## src/rtl/riscv_pkg.sv

```systemverilog
// Shared core-wide constants and inter-stage bundle types.
// Imported by every pipeline stage.
package riscv_pkg;
   localparam int XLEN = 32;
   localparam logic [XLEN-1:0] NOP_INSTR = 32'h0000_0013;
   localparam logic [XLEN-1:0] RESET_PC_DEFAULT = 32'h0000_0000;

   typedef struct packed {
      logic [XLEN-1:0] pc;
      logic [XLEN-1:0] instr;
   } fetch_entry_t;
endpackage

```

## src/rtl/fetch_fifo.sv

```systemverilog
// Small circular buffer between fetch and decode.
// Flush has priority over push and pop.
module fetch_fifo #(
   parameter int WIDTH = 64,
   parameter int DEPTH = 2
) (
   input  logic                     clk,
   input  logic                     rst_n,
   input  logic                     push,
   input  logic                     pop,
   input  logic                     flush,
   input  logic [WIDTH-1:0]         wdata,
   output logic [WIDTH-1:0]         rdata,
   output logic [$clog2(DEPTH):0]   count,
   output logic                     full
);
   localparam int AW = $clog2(DEPTH);
   localparam int CW = AW + 1;

   logic [WIDTH-1:0] mem [DEPTH];
   logic [AW-1:0]    head;
   logic [AW-1:0]    tail;

   assign rdata = mem[head];
   assign full  = (count == CW'(DEPTH));

   // Storage is not reset; count gates every read.
   always_ff @(posedge clk) begin
      if (push && !flush) begin
         mem[tail] <= wdata;
      end
   end

   always_ff @(posedge clk or negedge rst_n) begin
      if (!rst_n) begin
         head  <= '0;
         tail  <= '0;
         count <= '0;
      end else if (flush) begin
         head  <= '0;
         tail  <= '0;
         count <= '0;
      end else begin
         if (push) tail <= tail + 1'b1;
         if (pop)  head <= head + 1'b1;
         unique case ({push, pop})
            2'b10:   count <= count + 1'b1;
            2'b01:   count <= count - 1'b1;
            default: count <= count;
         endcase
      end
   end
endmodule

```

## src/rtl/fetch_stage.sv

```systemverilog
// Instruction fetch: PC register, imem addressing and the
// fetch buffer feeding decode over valid/ready.
module fetch_stage
   import riscv_pkg::*;
#(
   parameter logic [31:0] RESET_PC   = RESET_PC_DEFAULT,
   parameter int          FIFO_DEPTH = 2
) (
   input  logic        clk,
   input  logic        rst_n,
   output logic [31:0] imem_addr,
   input  logic [31:0] imem_data,
   input  logic        redirect_valid,
   input  logic [31:0] redirect_pc,
   output logic        id_valid,
   input  logic        id_ready,
   output logic [31:0] id_instr,
   output logic [31:0] id_pc,
   output logic [31:0] id_pc_plus4
);
   localparam int CW = $clog2(FIFO_DEPTH) + 1;

   logic [31:0]   pc_q;
   logic          push;
   logic          pop;
   logic          full;
   logic [CW-1:0] count;
   fetch_entry_t  wentry;
   fetch_entry_t  hentry;

   assign imem_addr = pc_q;
   assign wentry    = '{pc: pc_q, instr: imem_data};

   assign id_valid = (count != '0);
   assign pop      = id_valid & id_ready;
   // A pop frees a slot this cycle, so a full buffer still accepts.
   assign push     = !redirect_valid & (!full | pop);

   always_ff @(posedge clk or negedge rst_n) begin
      if (!rst_n) begin
         pc_q <= RESET_PC;
      end else if (redirect_valid) begin
         pc_q <= {redirect_pc[31:2], 2'b00};
      end else if (push) begin
         pc_q <= pc_q + 32'd4;
      end
   end

   fetch_fifo #(
      .WIDTH ($bits(fetch_entry_t)),
      .DEPTH (FIFO_DEPTH)
   ) u_fifo (
      .clk   (clk),
      .rst_n (rst_n),
      .push  (push),
      .pop   (pop),
      .flush (redirect_valid),
      .wdata (wentry),
      .rdata (hentry),
      .count (count),
      .full  (full)
   );

   assign id_instr    = id_valid ? hentry.instr : NOP_INSTR;
   assign id_pc       = id_valid ? hentry.pc : 32'd0;
   assign id_pc_plus4 = id_valid ? hentry.pc + 32'd4 : 32'd0;
endmodule

```

## config.mk

```make
export PLATFORM = sky130hd
export DESIGN_NAME = fetch_stage
export DESIGN_NICKNAME = d
export VERILOG_FILES = /design/src/rtl/riscv_pkg.sv /design/src/rtl/fetch_fifo.sv /design/src/rtl/fetch_stage.sv
export SDC_FILE = /design/constraint.sdc
export NUM_CORES = 1
export LEC_CHECK = 0
export CAP_MARGIN = 0
export CORE_ASPECT_RATIO = 0.6
export CORE_MARGIN = 3
export CORE_UTILIZATION = 24
export CTS_BUF_LIST = sky130_fd_sc_hd__clkbuf_8
export CTS_CLUSTER_SIZE = 20
export DETAILED_ROUTE_END_ITERATION = 10
export PLACE_DENSITY = 0.45
export SKIP_CTS_REPAIR_TIMING = 1
export SYNTH_ARGS = -nofsm -noshare
export SYNTH_HDL_FRONTEND = slang
export SYNTH_SLANG_ARGS = --single-unit
```

## constraint.sdc

```tcl
create_clock -name clk -period 13 [get_ports clk]
set_input_delay 2.6 -clock clk [delete_from_list [all_inputs] [get_ports clk]]
set_output_delay 2.6 -clock clk [all_outputs]
set_load 0.01 [all_outputs]
```

# Yosys cells after proc, flatten, opt, wreduce, memory -nomap -nowiden
# Memories as Yosys holds them, arrays and structs flattened.
# Cells that the tools add are included.
[classes]
add_sub_neg = 6
mux = 13
bitwise_logic = 3
n_eq_ne = 3
reduce_logical = 7
[op_table]
columns = ["cell", "count"]
rows = [
  ["$mux W32", 5],
  ["$add A32 B3 Y32 const B", 2],
  ["$mux W1", 6],
  ["$reduce_bool A2 Y1", 3],
  ["$eq A2 B2 Y1 const B", 2],
  ["$pmux W2 S2", 1],
  ["$reduce_bool A3 Y1", 1],
  ["$add A1 B1 Y1 const B", 2],
  ["$add A2 B1 Y2 const B", 1],
  ["$and A1 B1 Y1", 2],
  ["$eq A2 B1 Y1 const B", 1],
  ["$logic_not A1 Y1", 2],
  ["$mux W2", 1],
  ["$sub A2 B1 Y2 const B", 1],
  ["$logic_and A1 B1 Y1", 1],
  ["$or A1 B1 Y1", 1],
]
[word_totals]
ram_bits = 128
output_inout_bits = 129
reg_bits = 36
memories = 1
in_bits = 68
[mem_list]
columns = ["memory", "depth", "word_bits", "rd", "rd_ports_with_merged_regs", "wr", "line", "source"]
rows = [
  ["u_fifo.mem", 2, 64, 1, 0, 1, "fetch_fifo.sv:20", "logic [WIDTH-1:0] mem [DEPTH];"],
]

# Logic depth before layout (Yosys ltp)
[logic_depth]
word_depth = 7
mapped_depth = 11

# By module
# From an unflattened synthesis, not the netlist that was laid out.
[hier_totals]
cells_unflattened = 611
hier_area_um2 = 7941.4
[modules_own_cells]
columns = ["module", "cells_each", "area_each_um2", "seq_area_each_um2", "n_inst"]
rows = [
  ["fetch_fifo", 218, 5032.3, 3943.8, 1],
  ["fetch_stage", 393, 2909.0, 750.7, 1],
]

# Worst setup path before layout
# OpenSTA, ideal clock, no wires.
[synth_path]
path_kind = "input to register"
from = "input redirect_valid"
to = "memory u_fifo.mem[1][0], enable pin"
arrival_time_ns = 7.589
n_path_buf = 2
setup_ns = 0.571
path_stages = 3
slack_ns = 4.840
cell_sequence = "clkbuf_1 -> clkbuf_1 -> nor3b_1"
[synth_via]
elab_chain_cells = 5
[synth_rtl]
columns = ["element", "line", "source"]
rows = [
  ["start: declaration", "fetch_stage.sv:13", "input logic redirect_valid,"],
  ["$logic_not A1 Y1 (*)", "fetch_fifo.sv:29, fetch_stage.sv:37", ""],
  ["$and A1 B1 Y1", "fetch_stage.sv:37", "assign push = !redirect_valid & (!full | pop);"],
  ["$logic_and A1 B1 Y1 (*)", "fetch_fifo.sv:29", "if (push && !flush) begin"],
  ["$mux W1 (*)", "fetch_fifo.sv:29", ""],
  ["$mux W1 (not written as such) (*)", "fetch_fifo.sv:30", "mem[tail] <= wdata;"],
  ["end: declaration", "fetch_fifo.sv:20", ""],
]
# Mark *: on every way between the ends. The rest lies on a longest branch, timed or not.

# Worst setup path in the final report
[layout_path]
from = "register u_fifo.head"
to = "output id_pc_plus4[26]"
[layout_via]
elab_chain_cells = 3
[layout_rtl]
columns = ["element", "line", "source"]
rows = [
  ["start: declaration", "fetch_fifo.sv:21", "logic [AW-1:0] head;"],
  ["start signal: assignment", "fetch_fifo.sv:45", "if (pop) head <= head + 1'b1;"],
  ["$mem_v2 Z2 W64", "-", ""],
  ["$add A32 B3 Y32", "fetch_stage.sv:66", "assign id_pc_plus4 = id_valid ? hentry.pc + 32'd4 : 32'd0;"],
  ["$mux W32", "fetch_stage.sv:66", ""],
  ["end: declaration", "fetch_stage.sv:19", "output logic [31:0] id_pc_plus4"],
]
# No other way between the ends.

==> flow_summary_export.csv <==
group,metric,value,unit
clocking,clock_path_buffers,2,
floorplan,die_h,143,um
place,post_dp_cell_area,9840,sq um
routing,dr_wl_met3,1310,um
final_layout,drive_above_1_share,7.06,%
clocking,cts-root-buf,"clkbuf_8",
routing,wl_per_cell,18.9,um
floorplan,io_pins,197,
power_and_ir_drop,ir_drop,64.5,uV
power_and_ir_drop,seqPwrFrac,45.5,%
routing,drt-vias-per-instance,4.51,
sta,timing.fmax,134,MHz
power_and_ir_drop,netSwitchingFraction,28.8,%
yosys,synth_warnings,0,
clocking,clk_latency,0.47,ns
sta,slew_viol_final,0,
routing,num_vias,5553,
routing,drt.antenna.violating_nets,0,
sta,finalClockSkew,0.0164,ns
routing,topRoutingLayerUsed,"met5",
place,portBuffers,188,
critical_path,cp.required,10.40,ns
critical_path,crit_type,"flop to output port",
clocking,cts_tree,"yes",
yosys,synth_top_area_share,49.4,%
grt,grt.total_usage,13.9,%
power_and_ir_drop,fin_total_pwr,1.41,mW
yosys,synth_seq_cells,158,
power_and_ir_drop,p_leak,3.54,nW
yosys,yosysMostFrequentCell,"edfxtp_1",
grt,antenna_found_initial,1,
floorplan,start_util,24.8,%
final_layout,final_area,10300,sq um
clocking,cts_sinks,158,
yosys,synth_edf_count,124,
yosys,netlist_instances,628,
clocking,path_clk_slew,0.10,ns
sta,maxSlewHeadroom,27.4,%
yosys,ys_seq_area_share,60.6,%
sta,worst_pin_slew,1.07,ns
yosys,synth.area.top_cells,"edfxtp_1 49%, dfrtp_1 11%, mux2i_1 8.0%",
min_path,min_path_type,"flop to flop",
critical_path,arrival,4.85,ns
clocking,cts_buffers,17,
yosys,async_reset_ff_share,21.5,%
sta,finalSetupViolCount,0,
grt,grt_max_degree,74,
floorplan,core_region_area,30500,sq um
final_layout,areaGrowthSynthToFinish,36.8,%
yosys,ys.flop_type,"edfxtp_1",
place,gp_congestion,0.752,
yosys,avgSynthCellArea,12.0,sq um
grt,grt_pass1_wl,34600,um
yosys,yosys.area.top_type,"edfxtp_1",
sta,fin_setup_tns,0,ns
yosys,synth_top_cells_by_count,"124 x edfxtp_1, 80 x nor2_1, 63 x nand2_1, 60 x mux2i_1, 34 x dfrtp_1",
clocking,htree_levels,4,
routing,drtPass1Iterations,5,
critical_path,cp-end-kind,"output port",
power_and_ir_drop,power.switching,406,uW
routing,dr.first_iter.drc_count,451,
routing,drcViolationCount,0,
sta,hold_viol,0,
critical_path,path_max_fanout,57,
power_and_ir_drop,clockPowerShare,31.2,%
floorplan,dieArea,33700,sq um
sta,min_period,7.45,ns
status,status,"finished, final reports clean",
sta,rsz0062_at_grt,"false",
floorplan,die_w,235,um
final_layout,fin_nets,879,
power_and_ir_drop,p_comb_share,23.3,%
grt,first_global_vias,5390,
floorplan,rows,49,
routing,wl,23300,um
yosys,syn-cell-area,7540,sq um
routing,m1WireLength,12400,um
yosys,yosysUniqueCellTypes,53,
critical_path,worst_setup_path_start_kind,"flop",
sta,period_share,57.3,%
power_and_ir_drop,internal_power,1.01,mW
place,dp_hpwl,16500,um
power_and_ir_drop,power_density,137,nW/um^2
grt,gr-total-overflow,0,
job,drv_cap,0,
routing,wl_met2,9360,um
final_layout,utilization,33.9,%
final timing paths:
| check | slack [ns] | startpoint | cells after the start | endpoint |
|---|---|---|---|---|
| hold reg to reg | 0.58 | imem_addr[31] | 0 | u_fifo.mem[0][63] |
| setup / recovery | 5.55 | u_fifo.head | 10 | id_pc_plus4[26] |
| max in group asynchronous | 10.07 | rst_n | 2 | u_fifo.head |
| min in group asynchronous | 2.55 | rst_n | 2 | imem_addr[19] |
| setup reg to reg | 10.24 | u_fifo.count[1] | 5 | imem_addr[27] |
| hold / removal | 0.58 | imem_addr[31] | 0 | u_fifo.mem[0][63] |
flip-flops by register name, summed over array words and instances (netlist names):
signal	cells
imem_addr	30
u_fifo.mem	124
u_fifo.tail	1
u_fifo.head	1
u_fifo.count	2
cell families (layout without fill, tap and decap cells):
| group | after synthesis | in the layout | share of synthesized area [%] |
|---|---|---|---|
| fa+ha+maj | 2 | 2 | 0.332 |
| simple gates | 251 | 251 | 16.4 |
| flops | 158 | 158 | 60.6 |
| mux | 70 | 70 | 9.49 |
| compound gates | 66 | 66 | 6.04 |
| other cells | 1 | 7 | 0.0497 |
| xor+xnor | 38 | 38 | 4.41 |
| buf+inv | 42 | 231 | 2.67 |
placed cells by master, fill, tap and decap left out, types with 3 or more instances in the layout:
cell / Yosys / layout
clkdlybuf4s50_1: 0 / 187
edfxtp_1: 124 / 124
nor2_1: 80 / 79
nand2_1: 63 / 63
mux2i_1: 60 / 60
o21ai_0: 33 / 33
dfrtp_1: 34 / 33
xor2_1: 22 / 22
nand3_1: 21 / 21
nand4_1: 20 / 20
clkbuf_8: 0 / 17
xnor2_1: 16 / 16
and3_1: 11 / 11
and2_1: 10 / 10
nor3_1: 9 / 8
buf_4: 7 / 8
mux2_2: 6 / 6
a21oi_1: 6 / 6
nor2b_1: 6 / 6
nor4_1: 6 / 6
conb_1: 1 / 6
bufinv_16: 0 / 6
inv_1: 3 / 5
a22oi_1: 5 / 5
o31ai_1: 5 / 5
nand4b_1: 4 / 4
nor3b_1: 5 / 4
inv_6: 0 / 4
nand3b_1: 3 / 3
mux2_1: 3 / 3
and4_1: 3 / 3
layer usage:
layer / up-vias / GRT usage, %
met3: 16 / 4.07
met2: 159 / 18.6
li1: 2657 / -
met4: 2 / 3.67
met5: - / 0
met1: 2719 / 21.4
stage by stage:
stage | instances | hold slack [ns] | setup WS [ns]
4_1_cts | 1230 | 0.596 | 5.35
6_report | 1231 | 0.583 | 5.55
3_5_place_dp | 1198 | 0.572 | 5.93
3_3_place_gp | 1198 | 0.546 | 5.94
2_1_floorplan | 633 | 0.525 | 4.84
5_1_grt | 1230 | 0.622 | 5.12
critical path: stages (launching register included):
cell	delay, ns
dfrtp_4	0.84
buf_4	0.72
mux2i_1	0.34
inv_1	0.12
ha_1	0.19
inv_1	0.09
a2111oi_4	0.51
nand3_1	0.44
o31a_1	0.41
nor3_1	0.13
clkdlybuf4s50_1	0.58
power by group through the flow:
stage	Clock, mW	Combinational, mW	Sequential (mW)
finish	0.441	0.328	0.643
global placement	0	0.335	0.654
floorplan	0	0.163	0.636
detailed placement	0	0.335	0.654
global route	0.478	0.357	0.649
CTS	0.459	0.336	0.643
final cells by class:
cell class / count / area [sq um]
Sequential cell: 158 / 4580
Timing Repair Buffer: 196 / 1940
Multi-Input combinational cell: 433 / 2800
Antenna cell: 1 / 2.50
Tap cell: 408 / 510
Clock buffer: 17 / 234
Fill cell: 3073 / 20200
Inverter: 3 / 11.3
Clock inverter: 15 / 243
Note: power is estimated with default switching activity, not from simulation.
